**config.mk**
```make
export PLATFORM = sky130hd
export DESIGN_NAME = pipeline_hazard_unit_flat
export DESIGN_NICKNAME = d
export VERILOG_FILES = /design/src/rtl/pipeline_hazard_unit_pkg.sv /design/src/rtl/pipeline_hazard_unit_if.sv /design/src/rtl/pipeline_hazard_unit_fwd_sel.sv /design/src/rtl/pipeline_hazard_unit.sv /design/src/flat_wrapper.sv
export SDC_FILE = /design/constraint.sdc
export NUM_CORES = 1
export LEC_CHECK = 0
export ABC_AREA = 1
export CAP_MARGIN = 20
export CORE_AREA = 2 2 50 52
export DETAILED_ROUTE_END_ITERATION = 8
export DIE_AREA = 0 0 52 54
export GPL_ROUTABILITY_DRIVEN = 1
export MAX_ROUTING_LAYER = met4
export PLACE_DENSITY = 0.87
export SYNTH_ARGS = -nofsm -noshare
export SYNTH_HDL_FRONTEND = slang
export SYNTH_SLANG_ARGS = --single-unit
```
**constraint.sdc**
```tcl
create_clock -name Clk -period 1.4 [get_ports Clk]
set_input_delay 0.28 -clock Clk [delete_from_list [all_inputs] [get_ports Clk]]
set_output_delay 0.28 -clock Clk [all_outputs]
set_load 0.005 [all_outputs]
```
**src/rtl/pipeline_hazard_unit_pkg.sv**
```systemverilog
// Shared types for the pipeline hazard unit: forwarding selects, FSM states, default widths.
package pipeline_hazard_unit_pkg;

  localparam int REG_W_DEF = 5;

  typedef enum logic [1:0] {
    FWD_RF  = 2'b00,
    FWD_EX  = 2'b01,
    FWD_MEM = 2'b10,
    FWD_WB  = 2'b11
  } fwd_e;

  typedef enum logic {
    RUN   = 1'b0,
    STALL = 1'b1
  } state_e;

endpackage

```
**src/rtl/pipeline_hazard_unit_if.sv**
```systemverilog
// Pipeline-register field taps and hazard controls; HAZ_PERF_CNT_EN adds the stall/flush counters.
interface pipeline_hazard_unit_if #(parameter int REG_W = 5);
  logic [REG_W-1:0] id_rs1;
  logic [REG_W-1:0] id_rs2;
  logic             id_rs1_used;
  logic             id_rs2_used;
  logic [REG_W-1:0] ex_rd;
  logic             ex_rf_we;
  logic             ex_load;
  logic [REG_W-1:0] mem_rd;
  logic             mem_rf_we;
  logic [REG_W-1:0] wb_rd;
  logic             wb_rf_we;
  logic             annul_req;
  logic [1:0]       fwd_a;
  logic [1:0]       fwd_b;
  logic             stall;
  logic             bubble_id_ex;
  logic             flush_if_id;
  logic             busy;
`ifdef HAZ_PERF_CNT_EN
  logic [15:0]      stall_cnt;
  logic [15:0]      flush_cnt;
`endif

  modport master (
`ifdef HAZ_PERF_CNT_EN
    input  stall_cnt, flush_cnt,
`endif
    output id_rs1, id_rs2, id_rs1_used, id_rs2_used, ex_rd, ex_rf_we, ex_load,
    output mem_rd, mem_rf_we, wb_rd, wb_rf_we, annul_req,
    input  fwd_a, fwd_b, stall, bubble_id_ex, flush_if_id, busy
  );

  modport slave (
`ifdef HAZ_PERF_CNT_EN
    output stall_cnt, flush_cnt,
`endif
    input  id_rs1, id_rs2, id_rs1_used, id_rs2_used, ex_rd, ex_rf_we, ex_load,
    input  mem_rd, mem_rf_we, wb_rd, wb_rf_we, annul_req,
    output fwd_a, fwd_b, stall, bubble_id_ex, flush_if_id, busy
  );
endinterface

```
**src/rtl/pipeline_hazard_unit_fwd_sel.sv**
```systemverilog
// Per-operand forwarding priority selector (EX > MEM > WB > regfile); flags load-use on an EX load match.
module hazard_fwd_sel
  import pipeline_hazard_unit_pkg::*;
#(
  parameter int REG_W = REG_W_DEF
) (
  input  logic [REG_W-1:0] src,
  input  logic             src_used,
  input  logic [REG_W-1:0] ex_rd,
  input  logic             ex_rf_we,
  input  logic             ex_load,
  input  logic [REG_W-1:0] mem_rd,
  input  logic             mem_rf_we,
  input  logic [REG_W-1:0] wb_rd,
  input  logic             wb_rf_we,
  output fwd_e             fwd,
  output logic             luh
);

  logic ex_hit, mem_hit, wb_hit;

  // %g0 is hardwired, so a write to it never creates a dependency
  assign ex_hit  = src_used & ex_rf_we  & (ex_rd  == src) & (ex_rd  != '0);
  assign mem_hit = src_used & mem_rf_we & (mem_rd == src) & (mem_rd != '0);
  assign wb_hit  = src_used & wb_rf_we  & (wb_rd  == src) & (wb_rd  != '0);

  always_comb begin
    fwd = FWD_RF;
    luh = 1'b0;
    if (ex_hit) begin
      if (ex_load) luh = 1'b1;
      else         fwd = FWD_EX;
    end else if (mem_hit) begin
      fwd = FWD_MEM;
    end else if (wb_hit) begin
      fwd = FWD_WB;
    end
  end

endmodule

```
**src/rtl/pipeline_hazard_unit.sv**
```systemverilog
// Pipeline hazard unit: forwarding, load-use stall sequencing and delay-slot annul.
// Optional HAZ_PERF_CNT_EN adds saturating stall/flush cycle counters.
module pipeline_hazard_unit
  import pipeline_hazard_unit_pkg::*;
#(
  parameter int REG_W             = REG_W_DEF,
  parameter int LOAD_STALL_CYCLES = 1
) (
  input logic                  Clk,
  input logic                  reset,
  pipeline_hazard_unit_if.slave bus
);

  state_e     state_q, state_d;
  logic [2:0] cnt_q, cnt_d;
  logic       annul_pend_q, annul_pend_d;
  fwd_e       sel_a, sel_b, fwd_a, fwd_b;
  logic       luh_a, luh_b;
  logic       stall, bubble, flush;

  hazard_fwd_sel #(.REG_W(REG_W)) u_sel_a (
    .src(bus.id_rs1), .src_used(bus.id_rs1_used),
    .ex_rd(bus.ex_rd), .ex_rf_we(bus.ex_rf_we), .ex_load(bus.ex_load),
    .mem_rd(bus.mem_rd), .mem_rf_we(bus.mem_rf_we),
    .wb_rd(bus.wb_rd), .wb_rf_we(bus.wb_rf_we),
    .fwd(sel_a), .luh(luh_a)
  );

  hazard_fwd_sel #(.REG_W(REG_W)) u_sel_b (
    .src(bus.id_rs2), .src_used(bus.id_rs2_used),
    .ex_rd(bus.ex_rd), .ex_rf_we(bus.ex_rf_we), .ex_load(bus.ex_load),
    .mem_rd(bus.mem_rd), .mem_rf_we(bus.mem_rf_we),
    .wb_rd(bus.wb_rd), .wb_rf_we(bus.wb_rf_we),
    .fwd(sel_b), .luh(luh_b)
  );

  always_comb begin
    state_d      = state_q;
    cnt_d        = cnt_q;
    annul_pend_d = annul_pend_q;
    stall        = 1'b0;
    bubble       = 1'b0;
    flush        = 1'b0;
    fwd_a        = FWD_RF;
    fwd_b        = FWD_RF;

    case (state_q)
      RUN: begin
        if (luh_a | luh_b) begin
          stall  = 1'b1;
          bubble = 1'b1;
          if (LOAD_STALL_CYCLES > 1) begin
            state_d = STALL;
            cnt_d   = 3'(LOAD_STALL_CYCLES - 1);
          end
        end else begin
          fwd_a = sel_a;
          fwd_b = sel_b;
        end
      end
      STALL: begin
        stall  = 1'b1;
        bubble = 1'b1;
        cnt_d  = cnt_q - 3'd1;
        if (cnt_q == 3'd1) state_d = RUN;
      end
      default: state_d = RUN;
    endcase

    // IF/ID is held during a stall, so a flush there would be lost; defer it
    if (stall) begin
      if (bus.annul_req) annul_pend_d = 1'b1;
    end else begin
      flush        = bus.annul_req | annul_pend_q;
      annul_pend_d = 1'b0;
    end

    if (reset) begin
      stall  = 1'b0;
      bubble = 1'b0;
      flush  = 1'b0;
      fwd_a  = FWD_RF;
      fwd_b  = FWD_RF;
    end
  end

  always_ff @(posedge Clk) begin
    if (reset) begin
      state_q      <= RUN;
      cnt_q        <= 3'd0;
      annul_pend_q <= 1'b0;
    end else begin
      state_q      <= state_d;
      cnt_q        <= cnt_d;
      annul_pend_q <= annul_pend_d;
    end
  end

  assign bus.fwd_a        = fwd_a;
  assign bus.fwd_b        = fwd_b;
  assign bus.stall        = stall;
  assign bus.bubble_id_ex = bubble;
  assign bus.flush_if_id  = flush;
  assign bus.busy         = (state_q != RUN) & ~reset;

`ifdef HAZ_PERF_CNT_EN
  logic [15:0] stall_cnt_q, stall_cnt_d, flush_cnt_q, flush_cnt_d;

  always_comb begin
    stall_cnt_d = stall_cnt_q;
    flush_cnt_d = flush_cnt_q;
    if (stall && stall_cnt_q != 16'hFFFF) stall_cnt_d = stall_cnt_q + 16'd1;
    if (flush && flush_cnt_q != 16'hFFFF) flush_cnt_d = flush_cnt_q + 16'd1;
  end

  always_ff @(posedge Clk) begin
    if (reset) begin
      stall_cnt_q <= 16'd0;
      flush_cnt_q <= 16'd0;
    end else begin
      stall_cnt_q <= stall_cnt_d;
      flush_cnt_q <= flush_cnt_d;
    end
  end

  assign bus.stall_cnt = stall_cnt_q;
  assign bus.flush_cnt = flush_cnt_q;
`endif

endmodule

```
**src/flat_wrapper.sv**
```systemverilog
// flat-port wrapper written by rule: the top's interface ports become plain ports
module pipeline_hazard_unit_flat import pipeline_hazard_unit_pkg::*;
#(
  parameter int REG_W             = REG_W_DEF,
  parameter int LOAD_STALL_CYCLES = 1
)
  (Clk, reset, bus_id_rs1, bus_id_rs2, bus_id_rs1_used, bus_id_rs2_used, bus_ex_rd, bus_ex_rf_we, bus_ex_load, bus_mem_rd, bus_mem_rf_we, bus_wb_rd, bus_wb_rf_we, bus_annul_req, bus_fwd_a, bus_fwd_b, bus_stall, bus_bubble_id_ex, bus_flush_if_id, bus_busy);
  pipeline_hazard_unit_if #(.REG_W(REG_W)) bus_i ();
  input logic Clk;
  input logic reset;
  input wire logic [$bits(bus_i.id_rs1)-1:0] bus_id_rs1;
  input wire logic [$bits(bus_i.id_rs2)-1:0] bus_id_rs2;
  input wire logic [$bits(bus_i.id_rs1_used)-1:0] bus_id_rs1_used;
  input wire logic [$bits(bus_i.id_rs2_used)-1:0] bus_id_rs2_used;
  input wire logic [$bits(bus_i.ex_rd)-1:0] bus_ex_rd;
  input wire logic [$bits(bus_i.ex_rf_we)-1:0] bus_ex_rf_we;
  input wire logic [$bits(bus_i.ex_load)-1:0] bus_ex_load;
  input wire logic [$bits(bus_i.mem_rd)-1:0] bus_mem_rd;
  input wire logic [$bits(bus_i.mem_rf_we)-1:0] bus_mem_rf_we;
  input wire logic [$bits(bus_i.wb_rd)-1:0] bus_wb_rd;
  input wire logic [$bits(bus_i.wb_rf_we)-1:0] bus_wb_rf_we;
  input wire logic [$bits(bus_i.annul_req)-1:0] bus_annul_req;
  output wire logic [$bits(bus_i.fwd_a)-1:0] bus_fwd_a;
  output wire logic [$bits(bus_i.fwd_b)-1:0] bus_fwd_b;
  output wire logic [$bits(bus_i.stall)-1:0] bus_stall;
  output wire logic [$bits(bus_i.bubble_id_ex)-1:0] bus_bubble_id_ex;
  output wire logic [$bits(bus_i.flush_if_id)-1:0] bus_flush_if_id;
  output wire logic [$bits(bus_i.busy)-1:0] bus_busy;
  assign bus_i.id_rs1 = bus_id_rs1;
  assign bus_i.id_rs2 = bus_id_rs2;
  assign bus_i.id_rs1_used = bus_id_rs1_used;
  assign bus_i.id_rs2_used = bus_id_rs2_used;
  assign bus_i.ex_rd = bus_ex_rd;
  assign bus_i.ex_rf_we = bus_ex_rf_we;
  assign bus_i.ex_load = bus_ex_load;
  assign bus_i.mem_rd = bus_mem_rd;
  assign bus_i.mem_rf_we = bus_mem_rf_we;
  assign bus_i.wb_rd = bus_wb_rd;
  assign bus_i.wb_rf_we = bus_wb_rf_we;
  assign bus_i.annul_req = bus_annul_req;
  assign bus_fwd_a = bus_i.fwd_a;
  assign bus_fwd_b = bus_i.fwd_b;
  assign bus_stall = bus_i.stall;
  assign bus_bubble_id_ex = bus_i.bubble_id_ex;
  assign bus_flush_if_id = bus_i.flush_if_id;
  assign bus_busy = bus_i.busy;
  pipeline_hazard_unit #(.REG_W(REG_W), .LOAD_STALL_CYCLES(LOAD_STALL_CYCLES)) u_core (.Clk(Clk), .reset(reset), .bus(bus_i));
endmodule
```
# Yosys cells after proc, flatten, opt, wreduce, memory -nomap -nowiden
# Index checks and enable logic that the tools add are counted.
# Widths: inputs -> output; s select.
classes:
  add_sub_neg: 1
  n_eq_ne: 7
  mux: 22
  n_bitwise: 24
  n_reduce_logical: 5
ops:
  columns: ["op", "count"]
  rows:
  - ["$eq 5x5->1", 6]
  - ["$mux 2", 12]
  - ["$and 1x1->1", 19]
  - ["$reduce_bool 5->1", 3]
  - ["$mux 1", 9]
  - ["$reduce_or 2->1", 2]
  - ["$eq 3x1->1 const B", 1]
  - ["$not 1->1", 3]
  - ["$sub 3x1->3 const B", 1]
  - ["$or 1x1->1", 2]
  - ["$pmux 1 s2", 1]
word_totals:
  ff_bits: 5
  inputBits: 34
  output_inout_bits: 8
  wordCells: 62

# Depth between registers and ports, before layout
# Gate-level depths: netlist of run 1.
logic_depth:
  ltp_word: 9
  mapped_depth: 11
  depth_no_buf: 10

# By module
# From an unflattened synthesis of run 1, not the netlist that was laid out.
hier_totals:
  hier_cells: 210
  hier_area_um2: 1001.0
modules_own_cells:
  columns: ["module", "n_inst", "cells_per_inst", "area_each_um2", "seq_area_each_um2"]
  rows:
  - ["hazard_fwd_sel", 2, 84, 359.1, 0.0]
  - ["pipeline_hazard_unit", 1, 42, 282.8, 100.1]

# Worst setup path before layout of run 1
# Ideal clock, no wire load.
synth_timing:
  path_kind: "input to output"
  from: "input port bus_ex_rd[3]"
  to: "output port bus_stall"
  t_arrival_ns: 1.053
  required_ns: 1.120
  setup_slack_ns: 0.067
  cell_stages: 9
  path_buffers: 1
  cell_sequence: "inv_1 -> nand3_1 -> nor2_1 -> nor2_1 -> nand3_1 -> nand3_1 -> nand2_1 -> inv_1 -> buf_4"
synth_between:
  elab_chain_cells: 8
  elab_cells_between_ends: 13
  classes_between: "eq/ne (2); mux (5); bitwise (5); reduce/logical (1)"
synth_rtl:
  columns: ["element", "line_no", "text"]
  rows:
  - ["start: declaration", "flat_wrapper.sv:15", "input wire logic [$bits(bus_i.ex_rd)-1:0] bus_ex_rd;"]
  - ["$eq 5x5->1", "pipeline_hazard_unit_fwd_sel.sv:23", "assign ex_hit = src_used & ex_rf_we & (ex_rd == src) & (ex_rd != '0);"]
  - ["$and 1x1->1 (2 in a row)", "pipeline_hazard_unit_fwd_sel.sv:23", null]
  - ["$mux 1", "pipeline_hazard_unit_fwd_sel.sv:30", "if (ex_hit) begin"]
  - ["$or 1x1->1 (*)", "pipeline_hazard_unit.sv:49", "if (luh_a | luh_b) begin"]
  - ["$mux 1 (*)", null, null]
  - ["$pmux 1 s2 (*)", null, null]
  - ["$mux 1 (*)", null, null]
  - ["end: declaration", "flat_wrapper.sv:25", "output wire logic [$bits(bus_i.stall)-1:0] bus_stall;"]
# Every way passes the cells marked *; elsewhere a longest branch is shown, timed or not.

# Final worst setup path of run 1
layout_timing:
  from: "input port bus_ex_rd[0]"
  to: "output port bus_flush_if_id"
layout_between:
  elab_chain_cells: 9
  elab_cells_between_ends: 14
  classes_between: "eq/ne (2); mux (6); bitwise (5); reduce/logical (1)"
layout_rtl:
  columns: ["element", "line_no", "text"]
  rows:
  - ["$eq 5x5->1", "pipeline_hazard_unit_fwd_sel.sv:23", null]
  - ["$and 1x1->1 (2 in a row)", "pipeline_hazard_unit_fwd_sel.sv:23", null]
  - ["$mux 1", "pipeline_hazard_unit_fwd_sel.sv:30", null]
  - ["$or 1x1->1 (*)", "pipeline_hazard_unit.sv:49", null]
  - ["$mux 1 (*)", "pipeline_hazard_unit.sv:49", null]
  - ["$pmux 1 s2 (*)", "pipeline_hazard_unit.sv:47", "case (state_q)"]
  - ["$mux 1 (*)", "pipeline_hazard_unit.sv:71", "if (stall) begin"]
  - ["$mux 1 (*)", "pipeline_hazard_unit.sv:78", "if (reset) begin"]
  - ["end: declaration", "flat_wrapper.sv:27", "output wire logic [$bits(bus_i.flush_if_id)-1:0] bus_flush_if_id;"]
# Marks and branches as above.

==> impl_results.md, run 1 <==
- Via density: 5.208
- Syn_nets: 212
- WS Path Type: in2out
- Failing checks: setup timing
- WP buf/inv: 4
- CTS tree: done
- Gpl congestion: 0.9324
- Synthesis warning total: 0
- Largest delay share family, worst path: simple AND/OR/NAND/NOR gates
- Synth cell types: 23
- CTS buffer count: 3
- Clock slew at reported path FFs: 0.04 ns
- Core Box Area: 2320 um^2
- Maximum VDD drop: 0.5341 mV
- Clock power frac: 24.7%
- Critical Path Source Type: input pin
- Nets: 276
- Layout area overhead: 95.28%
- Crit path max-delay cell type: buf_4
- FP Rows: 18
- Fill cell count: 152
- Sequential cell fraction of total power: 20.0%
- Post-place setup slack: -0.9796 ns
- Layout cells sized above 1: 57.74%
- Port buffer count: 41
- Hold/Removal Path Class: in2reg
- Syn Inst Count: 176
- Tcrit/Tclk final: 116.6%
- Syn Area/Cell: 4.969 um^2
- Least-Margin Pin Slew: 0.2276 ns
- # diodes: 0
- Clock root cell: clkbuf_4
- Initial antenna violation count: 0
- Die width: 52 um
- WL/cell: 13.83 um
- Crit path DAT: 1.35 ns
- Boundary pin count: 42
- CTS max path bufs: 2
- Gr ovfl total: 0
- Power per standard cell area: 419.1 nW/um^2
- Global-route wire length before repair: 4.657 mm
- Post-Syn Area: 874.6 um^2
- Hold Fails Final Rpt: 0
- CP Cell Sequence: buf_8 -> inv_6 -> nand3_4 -> nor2_4 -> nor2_4 -> nand3_4 -> nand4_4 -> buf_4 -> nor2_2 -> buf_2
- Die area: 2808 um^2
- GRT Total Usage: 22.87%
- Seq/Total Area, Yosys: 11.44%
- Switching Share: 39.44%
- RR Startpoint: u_core.cnt_q[0]
- CP max stage delay: 0.16 ns
- Critical Path End Type: output pin
- DR vias: 1401
- Total routed wirelength: 3.721 mm
- Sw power: 0.0002823 W
- Die height: 54 um
- Crit path launch: bus_ex_rd[0]
- CTS Sinks: 5
- Iter 0 DRT Violations: 48
- Vias in the first global route: 1144
- Status: complete, but fails checks
- Hold WS: 0.4051 ns
- Final setup skew: 0.007609 ns
- Int Power: 0.0004335 W
- Comb power frac: 55.3%
- Final ANT Viol Nets: 0
- Placed Instances: 255
- # DRC: 0
- Final std cells w/o fill: 269
- Final setup violation count: 7
- Synth Register Bits: 5
- Max Cap Viol: 0
- DPL Wire Length: 2.242 mm
- H-tree Lvls: 1
- Final total power: 0.0007158 W
- Fin crit period: 1.632 ns
- Worst-Skew Late Latency: 0.25 ns
- Largest net degree at the start of global routing: 7
- Hold_buf cts: 0
- Initial Util: 37.70%
- Worst hold start: reset
- Count of final max-slew check failures: 0
- Fmax: 0.6126 GHz
- Leakage power: 0.8468 nW
- Worst setup margin: -0.2323 ns
- 1st-pass router iterations: 4
- Unrepaired setup endpoints after global routing: yes
- Relative slew margins: 84.83%
- Worst-path fanout max: 3
- CP required: 1.12 ns
[stage by stage]
stage                     utilization (%)  area (um^2)  TNS, ns
after CTS                           63.27         1468  -0.9792
after global placement              59.60         1383   -6.960
after detailed placement            59.60         1383   -7.189
after floorplan                         -        874.6        0
after global routing                73.62         1708   -1.824
final                               73.62         1708   -1.377
[tightest hold or removal path: cells and delay by family]
kind	cells	cell delay, ns
and+or+nand+nor	1	0.06
buffers and inverters	1	0.14
AOI/OAI and AO/OA	1	0.11
[synthesized netlist by cell type]
cell,number,area share (%)
nand2_1,61,26
nor2_1,28,12
inv_1,24,10
nand3_1,13,7.4
inv_2,7,3.0
o21ai_0,7,4.0
dfxtp_1,5,11
nor2_2,5,3.6
a21oi_1,4,2.3
o21ai_1,3,1.7
o22ai_1,3,2.1
xor2_1,3,3.0
a21boi_0,2,1.7
ha_1,2,2.9
a21boi_1,1,0.86
buf_4,1,0.86
clkinv_1,1,0.43
nand2_2,1,0.72
nand3_2,1,1.1
nand4_1,1,0.72
nand4_2,1,1.4
nor2_4,1,1.3
o211ai_1,1,0.86
[power groups by stage]
stage / clock (W) / sequential [W] / combinational, W
after global routing: 0.000197 / 0.000142 / 0.000423
final: 0.000177 / 0.000143 / 0.000396
after floorplan: 0 / 0.000146 / 0.000125
after detailed placement: 0 / 0.000146 / 0.000286
after global placement: 0 / 0.000146 / 0.000284
after CTS: 0.000182 / 0.000143 / 0.000300
[final timing paths]
check / to / slack [ns] / depth (start not counted)
setup / recovery: bus_flush_if_id / -0.23 / 10
hold / removal: u_core.state_q / 0.41 / 3
setup reg to reg: u_core.cnt_q[2] / 0.48 / 5
hold reg to reg: u_core.cnt_q[2] / 0.46 / 2
[placed cells by master, fill, tap and decap left out, types with 5 or more instances in the layout]
cell,count
buf_8,5
nand2_1,37
nand2_2,21
buf_4,18
inv_2,15
o21ai_0,6
nor2_1,18
nor2_4,7
buf_6,16
nand3_2,7
nor2_2,9
inv_1,7
inv_4,5
buf_2,10
clkbuf_2,6
[final cells by class]
cell class | instances | area, um^2 | share of cell area (%)
inverter | 32 | 156.4 | 9.157
multi-input combinational | 138 | 865.8 | 50.70
timing repair buffer | 60 | 520.5 | 30.48
sequential | 5 | 101.3 | 5.934
clock buffer | 4 | 26.28 | 1.538
tap | 30 | 37.54 | 2.198
[state kept, by name, indices dropped and copies added, names as in the netlist]
name / flops
u_core.cnt_q: 3
u_core.annul_pend_q: 1
u_core.state_q: 1
[logic make-up after synthesis]
logic type               after synthesis  share of synthesized area [%]
buffers and inverters                 33                          14.59
AND/OR/NAND/NOR                      112                          54.51
flip-flops                             5                          11.45
AO/OA/AOI/OAI                         21                          13.59
XOR/XNOR                               3                          3.005
adder cells (fa/ha/maj)                2                          2.861
[what timing repair did]
action | in CTS | in global routing
setup endpoints to repair | 8 | 8
cloned | 0 | 0
buffers inserted | 7 | 3
resized for setup | 180 | 96
pin swaps | 29 | 36
[layer usage]
layer,vias to the layer above,GRT usage (%),part of all wire [%]
li1,672,-,-
met1,642,26.32,39
met2,67,39.66,50
met3,20,5.278,7.4
met4,0,6.579,3.7
met5,-,-,0
Note: power is estimated with default switching activity, not from simulation.
==> run 2: changes to the inputs <==
Settings changed: CTS_CLUSTER_SIZE from default to 40.
==> results of run 2 <==
The final DEF is identical to that of run 1; final timing and power are the same.
==> run 3: changes to the inputs <==
Settings changed: CTS_CLUSTER_DIAMETER from default to 40, SKIP_CTS_REPAIR_TIMING from default to 1.
==> impl_results.md, run 3 (same netlist as run 1, synthesis figures left out) <==
- Comb power frac: 52.4%
- WL/cell: 11.65 um
- WS Path Type: in2out
- Crit path max-delay cell type: nor2_4
- Vias in the first global route: 1072
- Initial antenna violation count: 0
- CTS tree: done
- Hold Fails Final Rpt: 0
- Least-Margin Pin Slew: 0.2163 ns
- Clock slew at reported path FFs: 0.04 ns
- Cells on worst reg2reg path: 4
- Max FFs per register: 3
- Commonest non-fill, non-tap cell in the layout: nand2_1
- Critical Path End Type: output pin
- DPL Wire Length: 2.242 mm
- Clock root cell: clkbuf_4
- Sw power: 0.0002494 W
- Via density: 4.927
- Hold path depth: 3
- Critical Path Source Type: input pin
- Layout area overhead: 80.97%
- 1st-pass router iterations: 4
- Layout cells sized above 1: 48.47%
- Global-route wire length before repair: 4.264 mm
- Setup TNS Final: -0.8772 ns
- Gr ovfl total: 0
- Finished Core Util: 68.23%
- Max Cap Viol: 0
- GRT Total Usage: 20.66%
- H-tree Lvls: 1
- Core Box Area: 2320 um^2
- Int Power: 0.0004144 W
- Switching Share: 37.57%
- CP required: 1.12 ns
- Biggest register: u_core.cnt_q
- Fmax: 0.6500 GHz
- Clock power frac: 26.0%
- CTS buffer count: 3
- Boundary pin count: 42
- Die area: 2808 um^2
- Iter 0 DRT Violations: 45
- Nets: 266
- Die height: 54 um
- Worst-Skew Late Latency: 0.25 ns
- Largest net degree at the start of global routing: 7
- Post-place setup slack: -0.9796 ns
- Gpl congestion: 0.9324
- Port buffer count: 41
- CP max stage delay: 0.17 ns
- Relative slew margins: 85.56%
- Status: complete, but fails checks
- Reg2Reg Setup Slack: 0.48 ns
- Unrepaired setup endpoints after global routing: yes
- Final ANT Viol Nets: 0
- Leakage power: 0.8324 nW
- Hold WS: 0.3943 ns
- Count of final max-slew check failures: 0
- Fin crit period: 1.539 ns
- Total routed wirelength: 3.018 mm
- Hold/Removal Path Class: in2reg
- Most used cell, CP: nand2_1
- # DRC: 0
- Most frequent cells in the layout: 46 x nand2_1, 17 x inv_2, 17 x nor2_1, 16 x nand2_2, 12 x nor2_2
- Tcrit/Tclk final: 109.9%
- Final setup skew: 0.004463 ns
- Worst setup margin: -0.1386 ns
- Crit path DAT: 1.26 ns
- # diodes: 0
- Fill cell count: 186
- DR vias: 1276
- CTS max path bufs: 2
- Final setup violation count: 7
- Maximum VDD drop: 0.5043 mV
- Initial Util: 37.70%
- Power per standard cell area: 419.4 nW/um^2
- FP Rows: 18
- CTS Sinks: 5
- Top flop regs: u_core.cnt_q: 3 flops, u_core.annul_pend_q: 1 flops, u_core.state_q: 1 flops
- Failing checks: setup timing
- Sequential cell fraction of total power: 21.5%
- Die width: 52 um
- Worst-path fanout max: 5
- CP Cell Sequence: buf_8 -> inv_6 -> nand2_1 -> nand2_1 -> nand3_2 -> nor2_4 -> nand3_4 -> nand4_4 -> nor2_2 -> buf_2
==> run 3: changes by cell type in the layout (fill, tap and decap cells not counted), moves of 3 or more <==
cell,delta
nand2_4,-4
clkbuf_2,+3
nand2_2,-5
buf_4,-7
buf_2,-5
buf_6,-6
dlymetal6s2s_1,+8
nor2_2,+3
nand2_1,+9
==> run 3: final cells by class <==
cell class,instances,area (um^2),share of cell area [%]
Inverter,32,150.1,9.486
Timing Repair Buffer,50,462.9,29.25
Tap cell,30,37.54,2.372
Multi-Input combinational cell,138,805.8,50.91
Clock buffer,4,26.28,1.660
Sequential cell,5,100.1,6.324
==> run 3: metal layers <==
layer  vias to the layer above  track usage [%]  share of wire (%)
li1                        657                -                  -
met1                       564            25.00                 42
met2                        47            34.60                 51
met3                         8            4.167                5.5
met4                         0            6.140                1.8
met5                         -                -                  0
==> run 3: path summary, 6_finish.rpt <==
path | endpoint | from
hold / removal | u_core.state_q | reset
hold reg to reg | u_core.cnt_q[2] | u_core.cnt_q[2]
setup / recovery | bus_fwd_b[0] | bus_ex_rd[2]
setup reg to reg | u_core.state_q | u_core.state_q
==> run 3: power by group through the flow <==
stage          sequential (W)  clock, W  combinational [W]
3_3_place_gp         0.000146         0           0.000284
4_1_cts              0.000143  0.000182           0.000288
2_1_floorplan        0.000146         0           0.000125
5_1_grt              0.000143  0.000196           0.000378
6_report             0.000143  0.000173           0.000348
3_5_place_dp         0.000146         0           0.000286
==> run 3: through the flow <==
step	cells	power, W	area [um^2]
2_1_floorplan	176	0.0002709	874.6
3_3_place_gp	255	0.0004300	1383
3_5_place_dp	255	0.0004319	1383
4_1_cts	259	0.0006124	1409
5_1_grt	259	0.0007169	1583
6_report	259	0.0006638	1583
==> run 3: worst max-delay path: cells and delay by family <==
| family | cells | cell delay, ns |
|---|---|---|
| buffers and inverters | 3 | 0.29 |
| AND/OR/NAND/NOR | 7 | 0.70 |
